**src/rtl/seg7_scan_decoder.sv**
```systemverilog
// Recovers hex nibbles from a multiplexed active-low 7-segment bus, one slot per digit strobe.
// Latency: capture STABLE_CYCLES+1 edges after a held change, outputs one edge later; no backpressure.
// Optional decimal-point tracking is enabled with the SEG7_DECODE_DP_EN macro.
module seg7_scan_decoder #(
    parameter int DIGITS        = 4,
    parameter int STABLE_CYCLES = 8,
    parameter int IDXW          = (DIGITS > 1) ? $clog2(DIGITS) : 1
) (
    input  logic                  clk,
    input  logic                  rst_n,
    input  logic [6:0]            seg_n,
    input  logic [DIGITS-1:0]     an_n,
`ifdef SEG7_DECODE_DP_EN
    input  logic                  dp_n,
    output logic [DIGITS-1:0]     dp,
`endif
    output logic [4*DIGITS-1:0]   digits,
    output logic [DIGITS-1:0]     valid,
    output logic [DIGITS-1:0]     blank,
    output logic                  upd,
    output logic [IDXW-1:0]       upd_idx,
    output logic                  err
);

`ifdef SEG7_DECODE_DP_EN
    localparam int SW = DIGITS + 8;
`else
    localparam int SW = DIGITS + 7;
`endif

    localparam logic [1:0] S_IDLE   = 2'd0;
    localparam logic [1:0] S_SETTLE = 2'd1;
    localparam logic [1:0] S_HOLD   = 2'd2;

    localparam logic [7:0] STABLE_TGT = 8'(STABLE_CYCLES);

    logic [SW-1:0]        w_in;
    logic [SW-1:0]        r_s_q;
    logic [7:0]           r_cnt;
    logic [7:0]           w_cnt_nxt;
    logic                 w_same;
    logic [DIGITS-1:0]    w_an_low;
    logic                 w_onehot;
    logic [IDXW-1:0]      w_idx;
    logic [1:0]           r_state;
    logic [1:0]           w_state_nxt;
    logic                 w_capture;

    logic                 r_cap_vld;
    logic [IDXW-1:0]      r_cap_idx;
    logic [6:0]           r_cap_seg;

    logic [3:0]           w_dec_nib;
    logic                 w_dec_legal;
    logic                 w_dec_blank;

    logic [4*DIGITS-1:0]  r_digits;
    logic [DIGITS-1:0]    r_valid;
    logic [DIGITS-1:0]    r_blank;
    logic                 r_upd;
    logic [IDXW-1:0]      r_upd_idx;
    logic                 r_err;

`ifdef SEG7_DECODE_DP_EN
    logic                 r_cap_dpn;
    logic [DIGITS-1:0]    r_dp;
    assign w_in = {dp_n, an_n, seg_n};
`else
    assign w_in = {an_n, seg_n};
`endif

    // The stability run counts the incoming sample, so a change landing on the
    // capture edge itself breaks the run and suppresses that capture.
    assign w_same    = (w_in == r_s_q);
    assign w_cnt_nxt = !w_same ? 8'd0 : ((r_cnt == 8'hFF) ? r_cnt : r_cnt + 8'd1);

    assign w_an_low = ~w_in[7 +: DIGITS];
    assign w_onehot = (w_an_low != '0) && ((w_an_low & (w_an_low - DIGITS'(1))) == '0);

    always_comb begin
        w_idx = '0;
        for (int k = 0; k < DIGITS; k++) begin
            if (w_an_low[k]) begin
                w_idx = IDXW'(k);
            end
        end
    end

    assign w_capture = (r_state == S_SETTLE) && w_same && w_onehot && (w_cnt_nxt == STABLE_TGT);

    always_comb begin
        w_state_nxt = r_state;
        case (r_state)
            S_IDLE: begin
                if (w_onehot) begin
                    w_state_nxt = S_SETTLE;
                end
            end
            S_SETTLE: begin
                if (!w_same || !w_onehot) begin
                    w_state_nxt = S_IDLE;
                end else if (w_cnt_nxt == STABLE_TGT) begin
                    w_state_nxt = S_HOLD;
                end
            end
            S_HOLD: begin
                if (!w_same) begin
                    w_state_nxt = S_IDLE;
                end
            end
            default: w_state_nxt = S_IDLE;
        endcase
    end

    always_ff @(posedge clk or negedge rst_n) begin
        if (!rst_n) begin
            r_s_q     <= '1;
            r_cnt     <= 8'd0;
            r_state   <= S_IDLE;
            r_cap_vld <= 1'b0;
            r_cap_idx <= '0;
            r_cap_seg <= 7'h7F;
        end else begin
            r_s_q     <= w_in;
            r_cnt     <= w_cnt_nxt;
            r_state   <= w_state_nxt;
            r_cap_vld <= w_capture;
            if (w_capture) begin
                r_cap_idx <= w_idx;
                r_cap_seg <= w_in[6:0];
            end
        end
    end

`ifdef SEG7_DECODE_DP_EN
    always_ff @(posedge clk or negedge rst_n) begin
        if (!rst_n) begin
            r_cap_dpn <= 1'b1;
        end else if (w_capture) begin
            r_cap_dpn <= w_in[SW-1];
        end
    end
`endif

    always_comb begin
        w_dec_nib   = 4'h0;
        w_dec_legal = 1'b1;
        w_dec_blank = 1'b0;
        case (r_cap_seg)
            7'h40: w_dec_nib = 4'h0;
            7'h79: w_dec_nib = 4'h1;
            7'h24: w_dec_nib = 4'h2;
            7'h30: w_dec_nib = 4'h3;
            7'h19: w_dec_nib = 4'h4;
            7'h12: w_dec_nib = 4'h5;
            7'h02: w_dec_nib = 4'h6;
            7'h78: w_dec_nib = 4'h7;
            7'h00: w_dec_nib = 4'h8;
            7'h10: w_dec_nib = 4'h9;
            7'h08: w_dec_nib = 4'hA;
            7'h03: w_dec_nib = 4'hB;
            7'h27: w_dec_nib = 4'hC;
            7'h21: w_dec_nib = 4'hD;
            7'h06: w_dec_nib = 4'hE;
            7'h0E: w_dec_nib = 4'hF;
            7'h7F: begin
                w_dec_legal = 1'b0;
                w_dec_blank = 1'b1;
            end
            default: w_dec_legal = 1'b0;
        endcase
    end

    always_ff @(posedge clk or negedge rst_n) begin
        if (!rst_n) begin
            r_digits  <= '0;
            r_valid   <= '0;
            r_blank   <= '0;
            r_upd     <= 1'b0;
            r_upd_idx <= '0;
            r_err     <= 1'b0;
        end else begin
            r_upd <= r_cap_vld;
            r_err <= r_cap_vld && !w_dec_legal && !w_dec_blank;
            if (r_cap_vld) begin
                r_upd_idx <= r_cap_idx;
                for (int k = 0; k < DIGITS; k++) begin
                    if (r_cap_idx == IDXW'(k)) begin
                        r_valid[k] <= w_dec_legal;
                        r_blank[k] <= w_dec_blank;
                        if (w_dec_legal) begin
                            r_digits[4*k +: 4] <= w_dec_nib;
                        end
                    end
                end
            end
        end
    end

`ifdef SEG7_DECODE_DP_EN
    // Blank and illegal captures still refresh the decimal point of their slot.
    always_ff @(posedge clk or negedge rst_n) begin
        if (!rst_n) begin
            r_dp <= '0;
        end else if (r_cap_vld) begin
            for (int k = 0; k < DIGITS; k++) begin
                if (r_cap_idx == IDXW'(k)) begin
                    r_dp[k] <= ~r_cap_dpn;
                end
            end
        end
    end

    assign dp = r_dp;
`endif

    assign digits  = r_digits;
    assign valid   = r_valid;
    assign blank   = r_blank;
    assign upd     = r_upd;
    assign upd_idx = r_upd_idx;
    assign err     = r_err;

endmodule

```
**config.mk**
```make
export PLATFORM = sky130hd
export DESIGN_NAME = seg7_scan_decoder
export DESIGN_NICKNAME = d
export VERILOG_FILES = /design/src/rtl/seg7_scan_decoder.sv
export SDC_FILE = /design/constraint.sdc
export NUM_CORES = 1
export LEC_CHECK = 0
export ABC_AREA = 1
export BUFFER_PORTS_ARGS = -buffer_cell sky130_fd_sc_hd__clkbuf_2
export CAP_MARGIN = 20
export CORE_UTILIZATION = 50
export CTS_BUF_LIST = sky130_fd_sc_hd__clkbuf_4 sky130_fd_sc_hd__clkbuf_8 sky130_fd_sc_hd__clkbuf_16
export DETAILED_ROUTE_END_ITERATION = 7
export PLACE_DENSITY = 0.82
export SLEW_MARGIN = 20
export SYNTH_ARGS = -nofsm -noshare
export SYNTH_HDL_FRONTEND = slang
export SYNTH_SLANG_ARGS = --single-unit
```
**constraint.sdc**
```tcl
create_clock -name clk -period 1.9 [get_ports clk]
set_input_delay 0.38 -clock clk [delete_from_list [all_inputs] [get_ports clk]]
set_output_delay 0.38 -clock clk [all_outputs]
set_load 0.05 [all_outputs]
```
=== Word-level counts from Yosys, hierarchy flattened ===
Index checks and enable logic that the tools add are counted.

* Flip-flop bits (word level): 59
* Input port bits: 13
* Output and inout port bits: 28
* Logic and storage cells: 91

* Add/subtract/negate cells: 2
* Equal/unequal tests: 27
* Muxes and demuxes: 13
* Bitwise logic cells: 2
* Reduce and logical (&&, ||, !) cells: 26

{| class="wikitable"
|+ Operator list
! kind !! number
|-
| $pmux 4 s15 || 1
|-
| $eq 7x6->1 const B || 4
|-
| $eq 7x7->1 const B || 4
|-
| $eq 7x5->1 const B || 3
|-
| $mux 8 || 2
|-
| $reduce_or 16->1 || 1
|-
| $reduce_and 3->1 || 5
|-
| $eq 7x2->1 const B || 2
|-
| $eq 7x4->1 const B || 2
|-
| $mux 2 || 6
|-
| $eq 11x11->1 || 1
|-
| $add 8x1->8 const B || 1
|-
| $eq 8x4->1 const B || 1
|-
| $eq 8x8->1 const B || 1
|-
| $reduce_and 2->1 || 4
|-
| $eq 7x3->1 const B || 1
|-
| $logic_not 7->1 || 1
|-
| $eq 2x2->1 const B || 3
|-
| $logic_and 1x1->1 || 6
|-
| $pmux 2 s3 || 1
|-
| $and 4x4->4 || 1
|-
| $eq 2x1->1 const B || 2
|-
| $logic_not 1->1 || 4
|-
| $logic_not 2->1 || 2
|-
| 8 further kinds || 11
|}

=== Logic depth before layout (Yosys ltp) ===
Gate-level depths: netlist of run 1.

* Depth in word-level cells: 9
* Gate-level depth with buffers: 14
* Depth with buffers taken out: 13

=== Worst setup path after synthesis of run 1 ===
OpenSTA, ideal clock, no wires.

* Path kind: register to register
* Start: register r_cnt[0]
* End: register r_cap_idx[0]
* Library setup time: 0.117 ns
* Arrival: 1.673 ns
* Data required time: 1.783 ns
* Slack: 0.110 ns
* Cell stages (with the launch flop): 12
* Buffers on the path: 0
* Clock period less this slack: 1.790 ns
* Path through: dfrtp_1 ha_1 nand2_1 nor2_4 nand2_2 nand3_1 nand3_1 nand2_1 nor2_4 nand3_4 nand2_1 nand2_1

* Cells in the longest elaborated chain, start to end: 5
* Elaborated cells between the ends (all ways): 6
* Classes of those cells: add/sub (1); eq/ne (2); mux (2); reduce/logical (1)

{| class="wikitable"
|+ RTL lines
! what !! line !! RTL
|-
| start: declaration || 39 || <nowiki>logic [7:0] r_cnt;</nowiki>
|-
| start signal: assignment || 125 || <nowiki>r_cnt <= w_cnt_nxt;</nowiki>
|-
| $add 8x1->8 / $eq 8x8->1 (equally long branches) || 75 || <nowiki>assign w_cnt_nxt = !w_same ? 8'd0 : ((r_cnt == 8'hFF) ? r_cnt : r_cnt + 8'd1);</nowiki>
|-
| $mux 8 (*) (2 in a row) || 75 ||
|-
| $eq 8x4->1 (*) || 89 || <nowiki>assign w_capture = (r_state == S_SETTLE) && w_same && w_onehot && (w_cnt_nxt == STABLE_TGT);</nowiki>
|-
| $logic_and 1x1->1 (*) || 89 ||
|-
| end signal: assignment || 129 || <nowiki>r_cap_idx <= w_idx;</nowiki>
|-
| end: declaration || 50 || <nowiki>logic [IDXW-1:0] r_cap_idx;</nowiki>
|}

Every way passes the cells marked *; elsewhere a longest branch is shown, timed or not.
A chain may end at the register's enable or synchronous reset.

=== Worst setup path after layout of run 1 ===
* Start: register r_s_q[5]
* End: register r_cap_seg[4]

* Cells in the longest elaborated chain, start to end: 4
* Elaborated cells between the ends (all ways): 6
* Classes of those cells: eq/ne (2); mux (1); reduce/logical (3)

{| class="wikitable"
|+ RTL lines
! what !! line !! RTL
|-
| start: declaration || 38 || <nowiki>logic [SW-1:0] r_s_q;</nowiki>
|-
| start signal: assignment || 124 || <nowiki>r_s_q <= w_in;</nowiki>
|-
| $eq 11x11->1 (*) || 74 || <nowiki>assign w_same = (w_in == r_s_q);</nowiki>
|-
| $mux 8 / $logic_and 1x1->1 (equally long branches) || 75, 89 ||
|-
| $eq 8x4->1 / $logic_and 1x1->1 (equally long branches) || 89 ||
|-
| $logic_and 1x1->1 (*) || 89 ||
|-
| end signal: assignment || 130 || <nowiki>r_cap_seg <= w_in[6:0];</nowiki>
|-
| end: declaration || 51 || <nowiki>logic [6:0] r_cap_seg;</nowiki>
|}

Marks and branches as above.

==> metrics.txt, run 1 <==
WS Path Type=reg -> reg; CTS tree=yes; number of synthesized flops with an enable pin=0; Max-slew headroom=62.4%; ranking of synthesized cells by area=dfrtp_1 35%, nand2_1 17%, dfstp_2 16%; Chip Height=79.1 um; failing checks=setup timing; fmax=523 MHz; P_leak=0.00213 uW; min Tclk post-route=1.91 ns; CTS Buf Count=9; Via density=5.24; Yosys warnings=0; DRC errors left=0; io pins=41; number of detailed-route iterations in the first pass=5; Post-Route WL=7270 um; Root Buffer=clkbuf_8; syn_area_per_cell=7.88 sq um; Final Cell Area=0.00394 sq mm; vias=2824; setup violators final=2; clock slew at reported path FFs=0.07 ns; Hold Crit Class=in -> async; Buffers on Ports=40; GRT Total Usage=22.5%; initial DRC count=191; H-tree depth=3; Die Area=0.00625 sq mm; CP required=2.17 ns; wire per inst=13.5 um; RSZ-0062 raised after global routing=yes; share of the synthesized area in the top cell type=34.6%; final hold vios=0; post-route core utilization=70.2%; Initial Util=52.9%; Critical Path Start Type=register; fin crit share=101%; dpl ws=-0.0756 ns; Yosys reg bits=59; clk sinks=59; MaxCap Viol Count=0; status=complete, but fails checks; power per cell area=654 mW/mm^2; Worst Path Max Fanout=5; reg2reg start=r_s_q[5]; setup ws final=-0.0120 ns; Post-Syn Instances=377; layout cells sized above 1=33.6%; Mapped Nets=391; largest net degree at the start of global routing=60; crit end category=register; Synth area leader=dfrtp_1; most frequent cell after synthesis=nand2_1; Worst-Margin Slew=0.559 ns; Final #Nets=476; Crit. Startpoint=r_s_q[5]; Clock Latency Late Sink=0.34 ns; clk_skew=0.00803 ns; Worst Path Arrival=2.18 ns; row count=27; Area after DPL=0.00340 sq mm; RD Place Congestion=0.858; top cells by count, synth=133 x nand2_1, 47 x inv_1, 41 x dfrtp_1, 40 x nand3_1, 27 x nor2_1; vias in the first global route=2546; FILL cells=442; antenna violations before repair=0; total grt overflow=0; dominant synthesized flop cell=dfrtp_1; maximum vdd drop=0.574 mV; Die Wd=79.1 um; Final ANT Viol Nets=0; Core Area=0.00561 sq mm; sequential fraction of the synthesis area=50.5%; fin. max-slew vios=0; CTS Buffer Depth=2; # diodes=0; HPWL after detailed placement=4770 um; first-pass GRT wire length=10800 um; Yosys cell types=32; synthesized area=0.00297 sq mm; synthesis-to-finish area growth=32.6%; fraction of synthesis flops using an asynchronous set or reset pin=100%
## cell families after synthesis
family | share of synthesized area [%]
buf+inv | 7.29
fa+ha+maj | 0.421
compound gates | 3.67
xor+xnor | 1.77
flops | 50.5
simple gates | 36.4
## registers in the layout, indices dropped and copies added (netlist names)
| signal | cells |
|---|---|
| r_state | 2 |
| blank | 4 |
| r_cap_idx | 2 |
| digits | 16 |
| valid | 4 |
| r_cap_seg | 7 |
| err | 1 |
| r_cnt | 8 |
| r_s_q | 11 |
| r_cap_vld | 1 |
| upd_idx | 2 |
| upd | 1 |
## final cells by class
cell class	count	area, sq um	area share [%]
inverters	50	188	4.77
flip-flops and latches	59	1500	38.1
repair buffers	75	527	13.4
well taps	72	90.1	2.29
clock buffers	12	159	4.04
multi-input cells	267	1430	36.2
clock inverters	4	48.8	1.24
## routing by layer
| metal | up-vias | global-route usage [%] | share of wire (%) |
|---|---|---|---|
| li1 | 1380 | - | - |
| met4 | 0 | 10.0 | 2.4 |
| met3 | 24 | 6.78 | 5.0 |
| met5 | - | 0 | 0 |
| met2 | 96 | 36.8 | 50 |
| met1 | 1324 | 27.4 | 43 |
## report_power, final
group	switching [uW]	internal, uW	total (uW)
clock network	484	689	1170
registers	7.41	1280	1290
logic	73.7	38.8	113
## cells in the final DEF (no fill, tap or decap), drive strengths merged, types with 2 or more instances in the layout
master	n
xnor2	5
o21ai	14
dfstp	18
clkinv	3
nand2	136
o22ai	2
buf	35
nor3	6
inv	50
clkbuf	52
dfrtp	41
a21oi	2
nand3b	2
nor2	33
nand3	43
nand4	18
## critical path, cell delays in order, from the launching register on
cell     delay, ns
dfstp_2       0.53
inv_1         0.04
nand2_1       0.04
nand2_1       0.05
nor2_1        0.09
nand2_1       0.10
nor2_4        0.16
buf_6         0.13
nand2_4       0.05
nor3_4        0.24
buf_4         0.18
nand3_2       0.10
nand2_1       0.10
nand2_1       0.05
## path summary, 6_finish.rpt
path	to	slack (ns)	cells after the start
max	r_cap_seg[4]	-0.01	13
min	digits[7]	0.04	2
max reg2reg	r_cap_seg[4]	-0.01	13
min reg2reg	upd	0.42	0
max in group asynchronous	r_s_q[9]	1.56	2
min in group clk	r_s_q[3]	0.16	1
## timing repair
action | CTS | global route
hold buffers | 0 | 0
cloned | 0 | 4
setup buffers | 3 | 14
pin swaps | 2 | 19
resized for setup | 4 | 44
setup endpoints to repair | 20 | 33
## through the flow
| stage | TNS (ns) | cells | power (uW) | hold WS [ns] |
|---|---|---|---|---|
| final | -0.0211 | 539 | 2570 | 0.0386 |
| after global routing | -2.12 | 539 | 2670 | 0.0521 |
| after CTS | 0 | 521 | 2600 | 0.0362 |
| after detailed placement | -0.526 | 502 | 1420 | 0.406 |
| after global placement | -0.510 | 502 | 1410 | 0.406 |
| after floorplan | 0 | 377 | 1360 | 0.0844 |
Note: power is estimated with default switching activity, not from simulation.
==> inputs of run 2 (changes only) <==
CELL_PAD_IN_SITES_DETAIL_PLACEMENT = 0   (was unset)
CELL_PAD_IN_SITES_GLOBAL_PLACEMENT = 1   (was unset)
CORE_UTILIZATION = 38   (was 50)
PLACE_DENSITY = 0.83   (was 0.82)
==> run 2 against run 1 <==
Effect of this change:
- the flow still finishes with violations (setup timing)
- setup slack worse by 0.0020 ns
- critical path depth is 1 higher
- hold slack better by 0.12 ns
- global-route usage is 2.8 points lower
- fmax is 0.11% lower
- sequential cell count stayed put
- critical endpoint is now r_cap_seg[2]
==> metrics.txt, run 2 (same netlist as run 1, synthesis figures left out) <==
status=complete, but fails checks; failing checks=setup timing; fin. max-slew vios=0 (unchanged); P_leak=0.00223 uW (+4.6%); RSZ-0062 raised after global routing=yes; CTS Buffer Depth=2 (unchanged); Final ANT Viol Nets=0 (unchanged); reg2reg start=r_s_q[8]; Area after DPL=0.00353 sq mm (+3.9%); vias in the first global route=2771 (+8.8%); Via density=4.98 (-5.0%); fin crit share=101% (+0.11 points); RR Endpoint=r_cap_seg[2]; final hold vios=0 (unchanged); Post-Route WL=7950 um (+9.3%); first-pass GRT wire length=12700 um (+17%); GRT Total Usage=19.8% (-2.8 points); R2R depth=14 (+1); Core Area=0.00741 sq mm (+32%); Slowest cell on crit path=dfstp_2; Critical Path Sink=r_cap_seg[2]; fmax=522 MHz (-0.11%); Buffers on Ports=40 (unchanged); Crit. Startpoint=r_s_q[8]; vias=2897 (+2.6%); initial DRC count=173 (-9.4%); CP required=2.17 ns (about the same); wire per inst=13.7 um (+1.2%); io pins=41 (unchanged); Root Buffer=clkbuf_8; H-tree depth=3 (unchanged); met3 Use GR=3.54% (-3.2 points); crit end category=register; clock slew at reported path FFs=0.07 ns (about the same); clk_skew=0.0120 ns (+0.00396 ns); Initial Util=40.1% (-13 points); most common cell after layout, fill and taps aside=nand2_1; Critical Path Start Type=register; maximum vdd drop=0.494 mV (-14%); setup TNS=-0.0453 ns (-0.0242 ns); layout cells sized above 1=38.5% (+4.9 points); largest net degree at the start of global routing=27 (-55%); Die Area=0.00817 sq mm (+31%); Max-slew headroom=64.4% (+2.0 points); max reg flops=16 (unchanged); antenna violations before repair=0 (unchanged); CTS Buf Count=9 (unchanged); number of detailed-route iterations in the first pass=4 (-1); # diodes=0 (unchanged); power per cell area=650 mW/mm^2 (-0.52%); most frequent cells in the layout=114 x nand2_1, 42 x inv_1, 41 x dfrtp_1; WS Path Type=reg -> reg; Clock Latency Late Sink=0.35 ns (about the same); clk sinks=59 (unchanged); Final #Nets=492 (+3.4%); DRC errors left=0 (unchanged); GR Layer Usage met1=24.1% (-3.2 points); Worst-Margin Slew=0.528 ns (-0.0315 ns); Worst Path Arrival=2.18 ns (about the same); min Tclk post-route=1.91 ns (+0.00204 ns); HPWL after detailed placement=5200 um (+9.1%); total grt overflow=0 (unchanged); Chip Height=90.4 um (+14%); setup ws final=-0.0141 ns (-0.00204 ns); Final Cell Area=0.00420 sq mm (+6.8%); worst reg2reg setup slack=-0.01 ns (about the same); met2 Use GR=34.6% (-2.2 points); setup violators final=5 (+3); critical path's largest stage delay=0.54 ns (about the same); MaxCap Viol Count=0 (unchanged); synthesis-to-finish area growth=41.6%; Worst Path Max Fanout=8 (+3); row count=31 (+15%); Hold Crit Class=in -> reg; CTS tree=yes; crit-path cells=inv_2 > nand2_2 > nand2_2 > nor2_4 > nand2_2 > nor2_4 > buf_8 > nand3_4 > nand2_4 > nor2_4 > buf_12 > buf_12 > nand4_1 > nand2_1; dpl ws=-0.122 ns (-0.0462 ns); Die Wd=90.4 um (+14%); RD Place Congestion=0.852 (-0.77%); grt peak-use layer=met2
run 2: timing repair:
item	CTS	global route
setup buffers	11	7
hold endpoints to repair	13	0
cloned	2	1
gates resized for setup	8	58
pin swaps	8	30
endpoints found under the setup margin	14	33
hold buffers	1	0
run 2: final cells by class:
cell class                 instances  area, sq um
clock buffer                      11          145
multi-input combinational        267         1500
sequential                        59         1500
inverter                          50          188
tap                               99          124
clock inverter                     5         77.6
timing repair buffer              91          674
fill                             667         3200
run 2: metrics by stage:
stage	power (uW)	hold WS [ns]	utilization [%]	std cells
finish	2730	0.163	56.7	582
detailed placement	1440	0.355	47.6	544
global route	2810	0.155	56.7	582
CTS	2740	0.157	52.9	574
global placement	1440	0.360	47.6	544
floorplan	1360	0.0844	-	377
run 2: how the worst min path moves through the flow:
stage / from / end / slack (ns) / depth (start not counted)
floorplan: rst_n / blank[0] / 0.08 / 0
global placement: rst_n / digits[0] / 0.36 / 1
detailed placement: rst_n / digits[2] / 0.36 / 1
CTS: seg_n[4] / r_s_q[4] / 0.16 / 1
global route: seg_n[4] / r_s_q[4] / 0.16 / 1
finish: seg_n[4] / r_s_q[4] / 0.16 / 1
run 2: metal layers:
layer  share of wire, %  wire, um
met5                  0         0
met4                1.9       152
met3                3.9       313
met2                 51      4020
met1                 44      3460
run 2: power breakdown:
part	internal [uW]	switching [uW]	total (uW)
clock	784	522	1310
sequential	1280	7.21	1290
combinational	54.0	86.3	140
run 2: worst max-delay path: cells and delay by family (launching register included):
family	cells	cell delay [ns]
AND/OR/NAND/NOR	10	0.84
flip-flops	1	0.54
buffers and inverters	4	0.46
==> inputs of run 3 (changes only) <==
ABC_AREA = unset   (was 1)
ABC_CLOCK_PERIOD_IN_PS = 1900   (was unset)
CORE_UTILIZATION = 40   (was 38)
PLACE_DENSITY = 0.82   (was 0.83)
==> run 3 against run 2 <==
Effect of this change:
- the run still ends with setup timing left
- die area down 8.5%
- synthesized area fell by 3.9%
- sequential power about the same
- synthesized cell count fell by 32%
- critical path type unchanged
- sequential cell count stayed put
- highest routed layer unchanged
- fmax shrank 7.9%
- register-to-register slack got worse by 0.16 ns
- clock-buffer cell count grew 1
- clock skew decreased by 0.0042 ns
- cell area fell by 0.30%
- combinational power shrank 24%
- routed wire length shrank 10%
==> metrics.txt, run 3 <==
Slowest cell on crit path=or4_4; synthesized area=0.00285 sq mm (-3.9%); number of detailed-route iterations in the first pass=4 (unchanged); # diodes=0 (unchanged); Core Area=0.00683 sq mm (-7.8%); crit end category=register; switching power=575 uW (-6.7%); worst reg2reg setup slack=-0.18 ns (-0.16 ns); GRT Total Usage=21.1% (+1.4 points); critical path's largest stage delay=0.49 ns (-0.05 ns); H-tree depth=3 (unchanged); status=complete, but fails checks; DRC errors left=0 (unchanged); largest net degree at the start of global routing=37 (+37%); CTS Buf Count=9 (unchanged); min Tclk post-route=2.08 ns (+0.163 ns); Worst Path Max Fanout=5 (-3); Worst Path Arrival=2.31 ns (+0.13 ns); RSZ-0062 raised after global routing=yes; CP required=2.13 ns (-0.04 ns); WS Path Type=reg -> reg; MaxCap Viol Count=0 (unchanged); Comb pwr share=4.3% (-0.8 points); clock slew at reported path FFs=0.07 ns (about the same); CTS Buffer Depth=2 (unchanged); power per cell area=596 mW/mm^2 (-8.3%); Hold Crit Class=in -> reg; Power, Total=2500 uW (-8.6%); fraction of synthesis flops using an asynchronous set or reset pin=100% (unchanged); Mapped Nets=270 (-31%); maximum vdd drop=0.411 mV (-17%); fin crit share=109% (+8.6 points); power share of the sequential group=51.5% (+4.4 points); row count=30 (-3.2%); Yosys warnings=0 (unchanged); Post-Route WL=7120 um (-10%); Fin Hold WS=0.189 ns (+0.0259 ns); P_leak=0.00202 uW (-9.6%); most frequent cells in the layout=71 x buf_4, 41 x dfrtp_1, 40 x clkbuf_2; fmax=481 MHz (-7.9%); share of the synthesized area in the top cell type=36.0% (+1.4 points); top cells by count, synth=41 x dfrtp_1, 20 x nand2_1, 18 x dfstp_2, 17 x nor2_1, 14 x o21ai_0; most common cell after layout, fill and taps aside=buf_4; RD Place Congestion=0.844 (-0.95%); most frequent cell after synthesis=dfrtp_1; Die Wd=86.5 um (-4.4%); clk_skew=0.00775 ns (-0.00424 ns); Final #Nets=389 (-21%); Die Area=0.00747 sq mm (-8.5%); CTS tree=yes; setup violators final=22 (+17); antenna violations before repair=0 (unchanged); clk sinks=59 (unchanged); wire per inst=14.9 um (+9.5%); max reg flops=16 (unchanged); Synth area leader=dfrtp_1; Initial Util=41.8% (+1.7 points); Yosys cell types=56 (+75%); setup ws final=-0.177 ns (-0.163 ns); layout cells sized above 1=56.8% (+18 points); Via density=5.04 (+1.3%); R2R depth=7 (-7); crit-path cells=buf_6 > or4_4 > a211oi_4 > nor4_4 > nand3_4 > nand2b_4 > mux2_4; clock group share of total power=44.2% (-3.6 points); Hold Crit Start=an_n[2]; initial DRC count=96 (-45%); Root Buffer=clkbuf_8; Buffers on Ports=40 (unchanged); Clock Latency Late Sink=0.35 ns (about the same); Worst Hold Depth=1 (unchanged); vias=2399 (-17%); Final ANT Viol Nets=0 (unchanged); first-pass GRT wire length=11800 um (-7.0%); Critical Path Start Type=register; sw frac=23.0% (+0.48 points); total grt overflow=0 (unchanged); ranking of synthesized cells by area=dfrtp_1 36%, dfstp_2 17%, mux2_4 4.7%; syn_area_per_cell=11.1 sq um (+41%); RR Endpoint=digits[11]; hold endpoint=r_s_q[9]; number of synthesized flops with an enable pin=0 (unchanged); worst path bufs/invs=1 (-3); reg2reg start=r_cap_seg[4]; HPWL after detailed placement=4790 um (-8.0%); final hold vios=0 (unchanged); fin. max-slew vios=0 (unchanged); synthesis-to-finish area growth=46.9%; CP delay by family, top=simple AND/OR/NAND/NOR gates; vias in the first global route=2457 (-11%); Max-slew headroom=66.6% (+2.1 points); Yosys reg bits=59 (unchanged); Pint=1920 uW (-9.2%); failing checks=setup timing; Post-Syn Instances=256 (-32%); Chip Height=86.5 um (-4.4%); Worst-Margin Slew=0.497 ns (-0.0312 ns); io pins=41 (unchanged); setup TNS=-2.84 ns (-2.80 ns); sequential fraction of the synthesis area=52.5% (+2.1 points); dominant synthesized flop cell=dfrtp_1
## run 3: worst register-to-register path, delay by kind of cell, from the launching register on
family / cells / cell delay [ns]
AOI/OAI and AO/OA: 1 / 0.31
muxes: 1 / 0.30
buffers and inverters: 1 / 0.12
DFF: 1 / 0.39
and+or+nand+nor: 4 / 0.84
## run 3: routing by layer
metal  global-route usage, %  share of wire (%)
met1                    25.1                 44
met2                    35.1                 49
met3                    5.24                3.6
met4                    11.7                3.5
met5                       0                  0
## run 3: metrics by stage
step                      std cells  cell area [sq um]  worst slack (ns)  util, %
after CTS                       473               4080            -0.200     59.8
after detailed placement        442               3630            -0.221     53.2
after global routing            476               4190            -0.253     61.4
after floorplan                 256               2900            -0.147        -
after global placement          442               3630            -0.162     53.2
final                           476               4190            -0.177     61.4
## run 3: worst max-delay path by stage
stage | start | to | slack [ns] | cells past startpoint
final | r_cap_seg[4] | digits[11] | -0.18 | 7
after global routing | r_cnt[0] | r_cap_idx[1] | -0.25 | 9
after CTS | r_cnt[0] | r_cap_seg[3] | -0.20 | 7
after detailed placement | r_cnt[0] | r_cap_seg[3] | -0.22 | 7
after global placement | r_cnt[0] | r_cap_seg[4] | -0.16 | 7
after floorplan | r_cap_seg[4] | digits[12] | -0.15 | 7
## run 3: power groups by stage
stage | registers, uW | clock network (uW) | logic [uW]
after detailed placement | 1310 | 0 | 107
after CTS | 1290 | 1130 | 110
after global routing | 1290 | 1180 | 123
final | 1290 | 1100 | 107
after global placement | 1310 | 0 | 103
after floorplan | 1310 | 0 | 27.2
## run 3: repair_timing
item | CTS | global route
pin swaps | 13 | 14
resized for setup | 39 | 18
endpoints found under the setup margin | 23 | 31
buffers inserted | 14 | 6
hold buffers | 1 | 0
endpoints found under the hold margin | 1 | 0
## run 3: cells by family (layout without fill, tap and decap cells)
| logic type | count (synthesis) | in the layout | share of synthesized area (%) |
|---|---|---|---|
| muxes | 20 | 20 | 9.12 |
| AOI/OAI and AO/OA | 47 | 47 | 10.8 |
| buffers and inverters | 16 | 140 | 2.63 |
| xor gates and xnor gates | 18 | 18 | 5.53 |
| DFF | 59 | 59 | 52.5 |
| and+or+nand+nor | 95 | 95 | 18.9 |
| adders and majority gates | 1 | 1 | 0.439 |
## run 3: layout make-up
type                            instances  area, sq um
Multi-Input combinational cell        181         1520
Fill cell                             562         2640
Clock buffer                           12          170
Sequential cell                        59         1500
Clock inverter                          4         21.3
Inverter                                4         15.0
Tap cell                               96          120
Timing Repair Buffer                  120          851
